**src/rtl/csr_drv_pkg.sv**
```systemverilog
// Shared types for the CSR-bus access driver.
// CSR op/number encodings follow the Ibex core.
package csr_drv_pkg;

  typedef enum logic [1:0] {
    CSR_OP_READ,
    CSR_OP_WRITE,
    CSR_OP_SET,
    CSR_OP_CLEAR
  } csr_op_e;

  typedef enum logic [11:0] {
    CSR_MSTATUS  = 12'h300,
    CSR_MTVEC    = 12'h305,
    CSR_MSCRATCH = 12'h340,
    CSR_MEPC     = 12'h341
  } csr_num_e;

  typedef enum logic [1:0] {
    IDLE,
    ACCESS,
    RESP,
    GAP
  } drv_state_e;

  typedef struct packed {
    csr_op_e     op;
    logic [11:0] addr;
    logic [31:0] wdata;
    logic        check;
    logic [31:0] exp_rdata;
    logic [31:0] exp_mask;
    logic        exp_illegal;
  } csr_drv_cmd_t;

  function automatic logic rsp_mismatch(
    input csr_drv_cmd_t cmd,
    input logic [31:0]  rdata,
    input logic         illegal
  );
    logic data_bad;
    data_bad = ((rdata ^ cmd.exp_rdata) & cmd.exp_mask) != 32'd0;
    return cmd.check & (data_bad | (illegal != cmd.exp_illegal));
  endfunction

endpackage

```
**src/rtl/csr_drv_sat_cnt.sv**
```systemverilog
// Saturating up-counter used for the command
// and error tallies; holds at all-ones.
module csr_drv_sat_cnt #(
  parameter int unsigned Width = 16
) (
  input  logic             clk_i,
  input  logic             rst_i,
  input  logic             inc_i,
  output logic [Width-1:0] cnt_o
);

  localparam logic [Width-1:0] One = {{(Width-1){1'b0}}, 1'b1};

  logic [Width-1:0] cnt_q;

  // Count up on inc_i, stop once every bit is set.
  always_ff @(posedge clk_i) begin
    if (rst_i) begin
      cnt_q <= '0;
    end else if (inc_i && (cnt_q != '1)) begin
      cnt_q <= cnt_q + One;
    end
  end

  assign cnt_o = cnt_q;

endmodule

```
**src/rtl/ibex_csr_access_driver.sv**
```systemverilog
// CSR-bus initiator: issues one access per command,
// captures the response and tallies mismatches.
module ibex_csr_access_driver
  import csr_drv_pkg::*;
#(
  parameter int unsigned CntWidth = 16,
  parameter int unsigned IdleGap  = 0
) (
  input  logic                clk_i,
  input  logic                rst_i,
  input  logic                cmd_valid_i,
  output logic                cmd_ready_o,
  input  csr_op_e             cmd_op_i,
  input  logic [11:0]         cmd_addr_i,
  input  logic [31:0]         cmd_wdata_i,
  input  logic                cmd_check_i,
  input  logic [31:0]         cmd_exp_rdata_i,
  input  logic [31:0]         cmd_exp_mask_i,
  input  logic                cmd_exp_illegal_i,
  output logic                csr_access_o,
  output csr_op_e             csr_op_o,
  output logic                csr_op_en_o,
  output logic [11:0]         csr_addr_o,
  output logic [31:0]         csr_wdata_o,
  input  logic [31:0]         csr_rdata_i,
  input  logic                illegal_csr_insn_i,
  output logic                rsp_valid_o,
  input  logic                rsp_ready_i,
  output logic [31:0]         rsp_rdata_o,
  output logic                rsp_illegal_o,
  output logic                rsp_mismatch_o,
  output logic [CntWidth-1:0] num_cmds_o,
  output logic [CntWidth-1:0] num_errors_o,
  output logic                test_passed_o
);

  localparam logic [3:0] GapLoad = 4'(IdleGap);

  drv_state_e   state_q, state_d;
  logic [3:0]   gap_q, gap_d;
  csr_drv_cmd_t cmd_q;
  logic         cmd_ld;
  logic         rsp_cap;
  logic         mism;
  logic         in_access;

  assign in_access = state_q == ACCESS;
  assign mism = rsp_mismatch(cmd_q, csr_rdata_i, illegal_csr_insn_i);

  // Next-state logic for the one-access-in-flight sequencer.
  always_comb begin
    state_d = state_q;
    gap_d   = gap_q;
    cmd_ld  = 1'b0;
    rsp_cap = 1'b0;
    unique case (state_q)
      IDLE: begin
        if (cmd_valid_i) begin
          cmd_ld  = 1'b1;
          state_d = ACCESS;
        end
      end
      ACCESS: begin
        rsp_cap = 1'b1;
        state_d = RESP;
      end
      RESP: begin
        if (rsp_ready_i) begin
          if (GapLoad != 4'd0) begin
            state_d = GAP;
            gap_d   = GapLoad;
          end else begin
            state_d = IDLE;
          end
        end
      end
      GAP: begin
        gap_d = gap_q - 4'd1;
        if (gap_q <= 4'd1) begin
          state_d = IDLE;
        end
      end
      default: state_d = IDLE;
    endcase
  end

  // State, command latch and captured response.
  always_ff @(posedge clk_i) begin
    if (rst_i) begin
      state_q        <= IDLE;
      gap_q          <= 4'd0;
      cmd_q          <= '0;
      rsp_rdata_o    <= 32'd0;
      rsp_illegal_o  <= 1'b0;
      rsp_mismatch_o <= 1'b0;
    end else begin
      state_q <= state_d;
      gap_q   <= gap_d;
      if (cmd_ld) begin
        cmd_q.op          <= cmd_op_i;
        cmd_q.addr        <= cmd_addr_i;
        cmd_q.wdata       <= cmd_wdata_i;
        cmd_q.check       <= cmd_check_i;
        cmd_q.exp_rdata   <= cmd_exp_rdata_i;
        cmd_q.exp_mask    <= cmd_exp_mask_i;
        cmd_q.exp_illegal <= cmd_exp_illegal_i;
      end
      if (rsp_cap) begin
        rsp_rdata_o    <= csr_rdata_i;
        rsp_illegal_o  <= illegal_csr_insn_i;
        rsp_mismatch_o <= mism;
      end
    end
  end

  csr_drv_sat_cnt #(
    .Width (CntWidth)
  ) u_cmd_cnt (
    .clk_i (clk_i),
    .rst_i (rst_i),
    .inc_i (rsp_cap),
    .cnt_o (num_cmds_o)
  );

  csr_drv_sat_cnt #(
    .Width (CntWidth)
  ) u_err_cnt (
    .clk_i (clk_i),
    .rst_i (rst_i),
    .inc_i (rsp_cap & mism),
    .cnt_o (num_errors_o)
  );

  assign cmd_ready_o = (state_q == IDLE) & ~rst_i;
  assign rsp_valid_o = state_q == RESP;

  assign csr_access_o = in_access;
  assign csr_op_o     = in_access ? cmd_q.op : CSR_OP_READ;
  assign csr_op_en_o  = in_access & (cmd_q.op != CSR_OP_READ);
  assign csr_addr_o   = in_access ? cmd_q.addr : 12'd0;
  assign csr_wdata_o  = in_access ? cmd_q.wdata : 32'd0;

  assign test_passed_o = (num_cmds_o != '0) && (num_errors_o == '0);

endmodule

```
**config.mk**
```make
export PLATFORM = sky130hd
export DESIGN_NAME = ibex_csr_access_driver
export DESIGN_NICKNAME = d
export VERILOG_FILES = /design/src/rtl/csr_drv_pkg.sv /design/src/rtl/csr_drv_sat_cnt.sv /design/src/rtl/ibex_csr_access_driver.sv
export SDC_FILE = /design/constraint.sdc
export NUM_CORES = 1
export LEC_CHECK = 0
export ABC_AREA = 0
export BUFFER_PORTS_ARGS = -buffer_cell sky130_fd_sc_hd__buf_2
export CAP_MARGIN = 30
export CORE_UTILIZATION = 40
export CTS_CLUSTER_SIZE = 30
export DETAILED_ROUTE_END_ITERATION = 16
export GPL_TIMING_DRIVEN = 0
export PLACE_DENSITY = 0.77
export SLEW_MARGIN = 5
export SYNTH_ARGS = -nofsm -noshare
export SYNTH_HDL_FRONTEND = slang
export SYNTH_SLANG_ARGS = --single-unit
```
**constraint.sdc**
```tcl
create_clock -name clk_i -period 3.35 [get_ports clk_i]
set_input_delay 0.67 -clock clk_i [delete_from_list [all_inputs] [get_ports clk_i]]
set_output_delay 0.67 -clock clk_i [all_outputs]
set_load 0.03 [all_outputs]
```
Word level (Yosys, flattened, before mapping)

Index checks and enable logic that the tools add are counted.

Order comparisons: 1
Div/mod/pow operators: 0
Reduce and logical (&&, ||, !) cells: 9
$add $sub $neg: 3
Eq/ne operators: 9
Bitwise gates (word level): 8
Shift-type cells: 0
Multiply operators: 0
Multiplexer cells: 10

Operators by type and width:

| operator                                                              | number |
|---|---|
| 16-bit by 1-bit adder with 16-bit output, second input constant       | 2 |
| 32-bit AND                                                            | 1 |
| 32-bit two-way mux                                                    | 1 |
| 16-bit != test, second input constant                                 | 2 |
| 32-bit nonzero test                                                   | 1 |
| 32-bit XOR                                                            | 1 |
| 16-bit zero test                                                      | 1 |
| 16-bit nonzero test                                                   | 1 |
| 12-bit two-way mux                                                    | 1 |
| 2-bit two-way mux                                                     | 4 |
| 2-bit one-hot mux with 4 select lines                                 | 1 |
| 1-bit AND                                                             | 4 |
| 2-bit equality test, second input constant                            | 2 |
| 4-bit by 1-bit <= comparator with 1-bit output, second input constant | 1 |
| 2-bit != test, second input constant                                  | 2 |
| 4-bit by 1-bit subtractor with 4-bit output, second input constant    | 1 |
| 1-bit logical AND                                                     | 3 |
| 1-bit two-way mux                                                     | 3 |
| 3-bit AND reduction                                                   | 1 |
| 2-bit by 1-bit equality test with 1-bit output, second input constant | 1 |
| 2-bit zero test                                                       | 1 |
| 2-bit by 1-bit != test with 1-bit output, second input constant       | 1 |
| 2-bit nonzero test                                                    | 1 |
| 1-bit != test                                                         | 1 |
| 2 further kinds                                                       | 2 |

Bits in read-only memories: 0
Memories kept: 0
Bits in latches: 0
Input bits: 149
Memory bits (writable): 0
Word-level logic and storage cells: 54
Register bits: 184

Logic depth before layout (Yosys ltp)

Depth after elaboration: 7
Mapped depth: 9
Depth with buffers taken out: 8

By module

A second synthesis with hierarchy kept.

Cells, all modules: 987
Area, all modules: 7908.8 um^2

Modules (own cells, without submodules):

| module                 | area each (um^2) | instances | cells an instance |
|---|---|---|---|
| ibex_csr_access_driver | 6212.2           | 1         | 789 |
| csr_drv_sat_cnt        | 848.3            | 2         | 99 |

Worst setup path after synthesis

OpenSTA, ideal clock, no wires.

Path type: input to output
From: input port rst_i
To: output port cmd_ready_o
Data required time: 2.680 ns
Arrival: 1.711 ns
Slack: 0.969 ns
Stages: 3
Path buffers: 2
Cell sequence: clkbuf_1 -> clkbuf_1 -> nor3_1

Word-level cells in the longest chain between the ends: 2

Ends and longest elaborated chain:

| element     | line                          | RTL |
|---|---|---|
| from (decl) | ibex_csr_access_driver.sv:10  | `input logic rst_i,` |
| 1-bit NOT   | ibex_csr_access_driver.sv:134 | `assign cmd_ready_o = (state_q == IDLE) & ~rst_i;` |
| 1-bit AND   | ibex_csr_access_driver.sv:134 |  |
| to (decl)   | ibex_csr_access_driver.sv:12  | `output logic cmd_ready_o,` |

Every way passes these cells.

Worst setup path after layout

From: register state_q[1]
To: output port csr_addr_o[7]

Word-level cells in the longest chain between the ends: 2

Ends and longest elaborated chain:

| element                                        | line                          | RTL |
|---|---|---|
| from (decl)                                    | ibex_csr_access_driver.sv:39  | `drv_state_e state_q, state_d;` |
| from (signal assigned)                         | ibex_csr_access_driver.sv:97  | `state_q <= state_d;` |
| 2-bit by 1-bit equality test with 1-bit output | ibex_csr_access_driver.sv:47  | `assign in_access = state_q == ACCESS;` |
| 12-bit two-way mux                             | ibex_csr_access_driver.sv:140 | `assign csr_addr_o = in_access ? cmd_q.addr : 12'd0;` |
| to (decl)                                      | ibex_csr_access_driver.sv:23  | `output logic [11:0] csr_addr_o,` |

Every way passes these cells.

==> results summary <==
By area the synthesized netlist is led by sky130_fd_sc_hd__dfxtp_1 (48%), sky130_fd_sc_hd__nand2_1 (15%), sky130_fd_sc_hd__a21oi_1 (10%). The clock sink count is 184. Global routing finished with a remaining overflow of 0. The largest individual stage delay along the critical path comes from the cell sky130_fd_sc_hd__clkbuf_1. For this run, the leading register cell type out of synthesis is sky130_fd_sc_hd__dfxtp_1.

The final number of hold-violating endpoints is 0. The routability congestion estimate is 0.8822. The worst-case vdd ir drop is 0.0003294 V. The clock latency at the later pin of the worst-skew pair came out at 420 ps.

The relative max-transition margin is 19.22%. The initial antenna violation count is 1. 266 I/O pins were placed. Tracing the worst setup path back leads to its startpoint at state_q[1]$_SDFFE_PP0P_. The overall track demand over capacity in global routing is 23.86%. TritonCTS built the clock tree. The die footprint came out at 0.01978 sq mm. The area of all sequential standard cells is 0.003684 sq mm. The cell area power density is 511.6 mW/mm^2. Measured on the finished design, the core utilization comes to 52.73%.

Entering global routing, the biggest net connects 17 pins. The combined area of the multi-input logic cells is 0.003710 sq mm. The number of distinct library cells after synthesis is 50. The effective utilization at floorplan came out at 40.97%.

The most common cell in the synthesized netlist is sky130_fd_sc_hd__nand2_1. The detailed-router iteration count before antenna repair came out at 5. Across the routed clock network, the largest skew measured is 7.980 ps.

STA classifies the critical path endpoint as a primary output. The cell depth of the worst hold path is 2. The critical path goes through nand2b_1 -> buf_2 -> inv_1 -> buf_2 -> clkbuf_1 -> and2_1 -> buf_2. Setup violations remaining at the end of the flow were counted as 0.

In this run the tool buffered the top-level ports with 264 buffer cells. The register-to-register setup slack is 920 ps. The number of global-route vias before repair came out at 7,312. Cells with a size suffix above 1 make up 24.21% of the layout.

The synthesized netlist cell count is 973. The count of nets after finishing is 1,411. At the pin with the least slew margin, the transition time is 1212 ps. The worst hold path endpoint is cmd_q[91]$_SDFFE_PP0P_. The clock tree root driver cell is sky130_fd_sc_hd__clkbuf_16. The async set-reset flop share out of synthesis came out at 0%.

The flow ran to the end, and the final reports show no timing, DRC or antenna violations. The worst path required time is 2680 ps. The total area inside the core boundary comes to 0.01877 sq mm. The number of vias per cell after detailed routing is 5.091. The total chip power is 5.063 mW. The accumulated negative setup slack is 0 ps. Based on the critical path, the design can be clocked at up to 338.4 MHz. The worst register-to-register path begins at cmd_q[54]$_SDFFE_PP0P_. After layout, the minimum clock period comes to 2955 ps. The worst setup path is of the reg2out kind. The first-pass GRT wire length came out at 36,850 um.

The max-slew violation total from the final report came out at 0. The total number of vias came out at 7,652. In the routed design, unresolved DRC markers number 0.

The worst setup path is launched from a flip-flop. The worst path arrival time is 2290 ps. The worst path uses 88.21% of the clock period.

The tool flagged a number of max-cap violations equal to 0. The longest clock path from root to sink contains 2 buffers. In this run the static leakage power is 4.374 nW.

In this run the worst path has a maximum fanout of 10. After synthesis, the most frequently instantiated cells are sky130_fd_sc_hd__nand2_1 (304), sky130_fd_sc_hd__dfxtp_1 (184), sky130_fd_sc_hd__a21oi_1 (153), sky130_fd_sc_hd__clkbuf_1 (50), sky130_fd_sc_hd__and2_1 (49). The number of warnings printed during yosys synthesis came out at 0.

The wire length after detailed routing is 23,410 um. The count of routing violations after the opening detailed-route iteration came out at 476. The H-tree was split into 4 levels. The height of the chip came out at 140.7 um. Counting the fill cells in the layout gives 1,821. In this run the most critical hold path is launched from cmd_q[91]$_SDFFE_PP0P_. The share of the synthesized area in the top cell type came out at 47.90%. The number of antenna-violating nets in the routed design is 0.

The endpoint identified for the worst register-to-register timing path is u_err_cnt.cnt_o[3]$_SDFFE_PP0P_. The post-synthesis instance area came out at 0.007690 sq mm. After synthesis, the mean cell area works out to 7.903 sq um. The biggest area contributor in the post-synthesis netlist is sky130_fd_sc_hd__dfxtp_1.

The average wire per cell in the routed design is 15.57 um. The layout overhead on the synthesized area came out at 28.70%. The post-synth net total came out at 1,128.

The register bit total from synthesis is 184. The cell seen most often among critical-path stages is sky130_fd_sc_hd__buf_2. The post-CTS setup buffer count is 0. The final HPWL from detailed placement came out at 17,430 um. Sequential cells were found to cover 47.90% of the synthesized design area. After clock tree synthesis, the clock-pin slew on the worst setup and hold paths is 70 ps.

The number of flops mapped to enable cells by yosys came out at 0. The number of cells on the worst reg-to-reg path is 7. The number of buffers inserted during clock tree synthesis is 17.

Setup repair after global routing left no endpoint under its margin. The delay of the slowest cell on the worst path is 380 ps. The tightest min-delay check is of the reg2reg type.

From left edge to right edge, the die measures 140.7 um. The number of rows created at floorplan is 50.
[what timing repair did]
item	in CTS	in global routing
hold buffers	0	0
endpoints found under the setup margin	0	1
resized for setup	0	2
endpoints found under the hold margin	0	0
[worst max path at each step]
| stage | to | slack, ps | depth (start not counted) |
|---|---|---|---|
| floorplan | cmd_ready_o | 970 | 3 |
| global placement | u_err_cnt.cnt_o[6]$_SDFFE_PP0P_ | 470 | 8 |
| detailed placement | u_err_cnt.cnt_o[3]$_SDFFE_PP0P_ | 440 | 10 |
| CTS | csr_addr_o[2] | 110 | 7 |
| global route | csr_wdata_o[7] | 220 | 7 |
| finish | csr_addr_o[7] | 390 | 7 |
[layout by cell type (no fill, tap or decap), types with 2 or more instances in the layout]
cell / n
sky130_fd_sc_hd__a2111oi_0: 3
sky130_fd_sc_hd__a211oi_1: 4
sky130_fd_sc_hd__a21oi_1: 153
sky130_fd_sc_hd__a22oi_1: 14
sky130_fd_sc_hd__and2_1: 49
sky130_fd_sc_hd__and3_1: 3
sky130_fd_sc_hd__and4_1: 2
sky130_fd_sc_hd__buf_1: 8
sky130_fd_sc_hd__buf_2: 267
sky130_fd_sc_hd__buf_6: 2
sky130_fd_sc_hd__bufinv_16: 3
sky130_fd_sc_hd__clkbuf_1: 54
sky130_fd_sc_hd__clkbuf_16: 17
sky130_fd_sc_hd__clkbuf_8: 2
sky130_fd_sc_hd__clkinv_2: 2
sky130_fd_sc_hd__dfxtp_1: 184
sky130_fd_sc_hd__ha_1: 6
sky130_fd_sc_hd__inv_1: 11
sky130_fd_sc_hd__mux2_2: 3
sky130_fd_sc_hd__nand2_1: 304
sky130_fd_sc_hd__nand2b_1: 2
sky130_fd_sc_hd__nand3_1: 13
sky130_fd_sc_hd__nand4_1: 10
sky130_fd_sc_hd__nor2_1: 38
sky130_fd_sc_hd__nor2b_1: 6
sky130_fd_sc_hd__nor3_1: 7
sky130_fd_sc_hd__nor4_1: 9
sky130_fd_sc_hd__nor4b_1: 2
sky130_fd_sc_hd__o21ai_0: 4
sky130_fd_sc_hd__o31a_1: 2
sky130_fd_sc_hd__o31ai_1: 2
sky130_fd_sc_hd__or2_2: 2
sky130_fd_sc_hd__or3_1: 3
sky130_fd_sc_hd__xnor2_1: 10
sky130_fd_sc_hd__xor2_1: 45
[per-layer routing]
metal | track usage [%] | vias to the layer above | routed length (um)
li1 | - | 3774 | -
met1 | 30.95 | 3556 | 10540
met2 | 38.44 | 278 | 10780
met3 | 5.061 | 44 | 1415
met4 | 10.18 | 0 | 673
met5 | 0 | - | 0
[through the flow]
step / instances / cell area (sq um) / worst slack [ps] / hold WS (ps)
after floorplan: 973 / 7690 / 968.8 / 431.7
after global placement: 1471 / 9304 / 472.0 / 436.8
after global routing: 1503 / 9897 / 216.3 / 462.7
final: 1503 / 9897 / 394.9 / 449.4
after CTS: 1502 / 9893 / 110.7 / 450.6
after detailed placement: 1471 / 9304 / 441.6 / 442.0
[kinds of logic after synthesis]
logic type	Yosys count	synth area share [%]
adder cells (fa/ha/maj)	6	0.9762
buffers and inverters	74	3.856
XOR/XNOR	55	6.264
flip-flops	184	47.90
multiplexers	6	0.9111
AND/OR/NAND/NOR	458	26.34
AO/OA/AOI/OAI	190	13.75
[registers in the layout, indices dropped and copies added, names as in the netlist]
name / count
cmd_q: 112
rsp_rdata_o: 32
u_cmd_cnt.cnt_o: 16
u_err_cnt.cnt_o: 16
gap_q: 4
state_q: 2
rsp_illegal_o: 1
rsp_mismatch_o: 1
[critical path: cells and delay by family (launching register included)]
family	cells	cell delay [ps]
flip-flops	1	340
buffers and inverters	5	1170
AND/OR/NAND/NOR	2	350
[final cells by class]
| cell class | instances | area share (%) |
|---|---|---|
| clock inverters | 7 | 1.188 |
| multi-input cells | 715 | 37.48 |
| flip-flops and latches | 184 | 37.22 |
| repair buffers | 264 | 13.35 |
| diodes | 1 | 0.02528 |
| clock buffers | 24 | 4.766 |
| inverters | 11 | 0.4172 |
| well taps | 234 | 2.958 |
| plain buffers | 63 | 2.592 |
[report_power, final]
group	internal, mW	switching (mW)
combinational	0.228	0.433
sequential	2.30	0.0593
clock	1.21	0.830
total	3.74	1.32
Note: power is estimated with default switching activity, not from simulation.
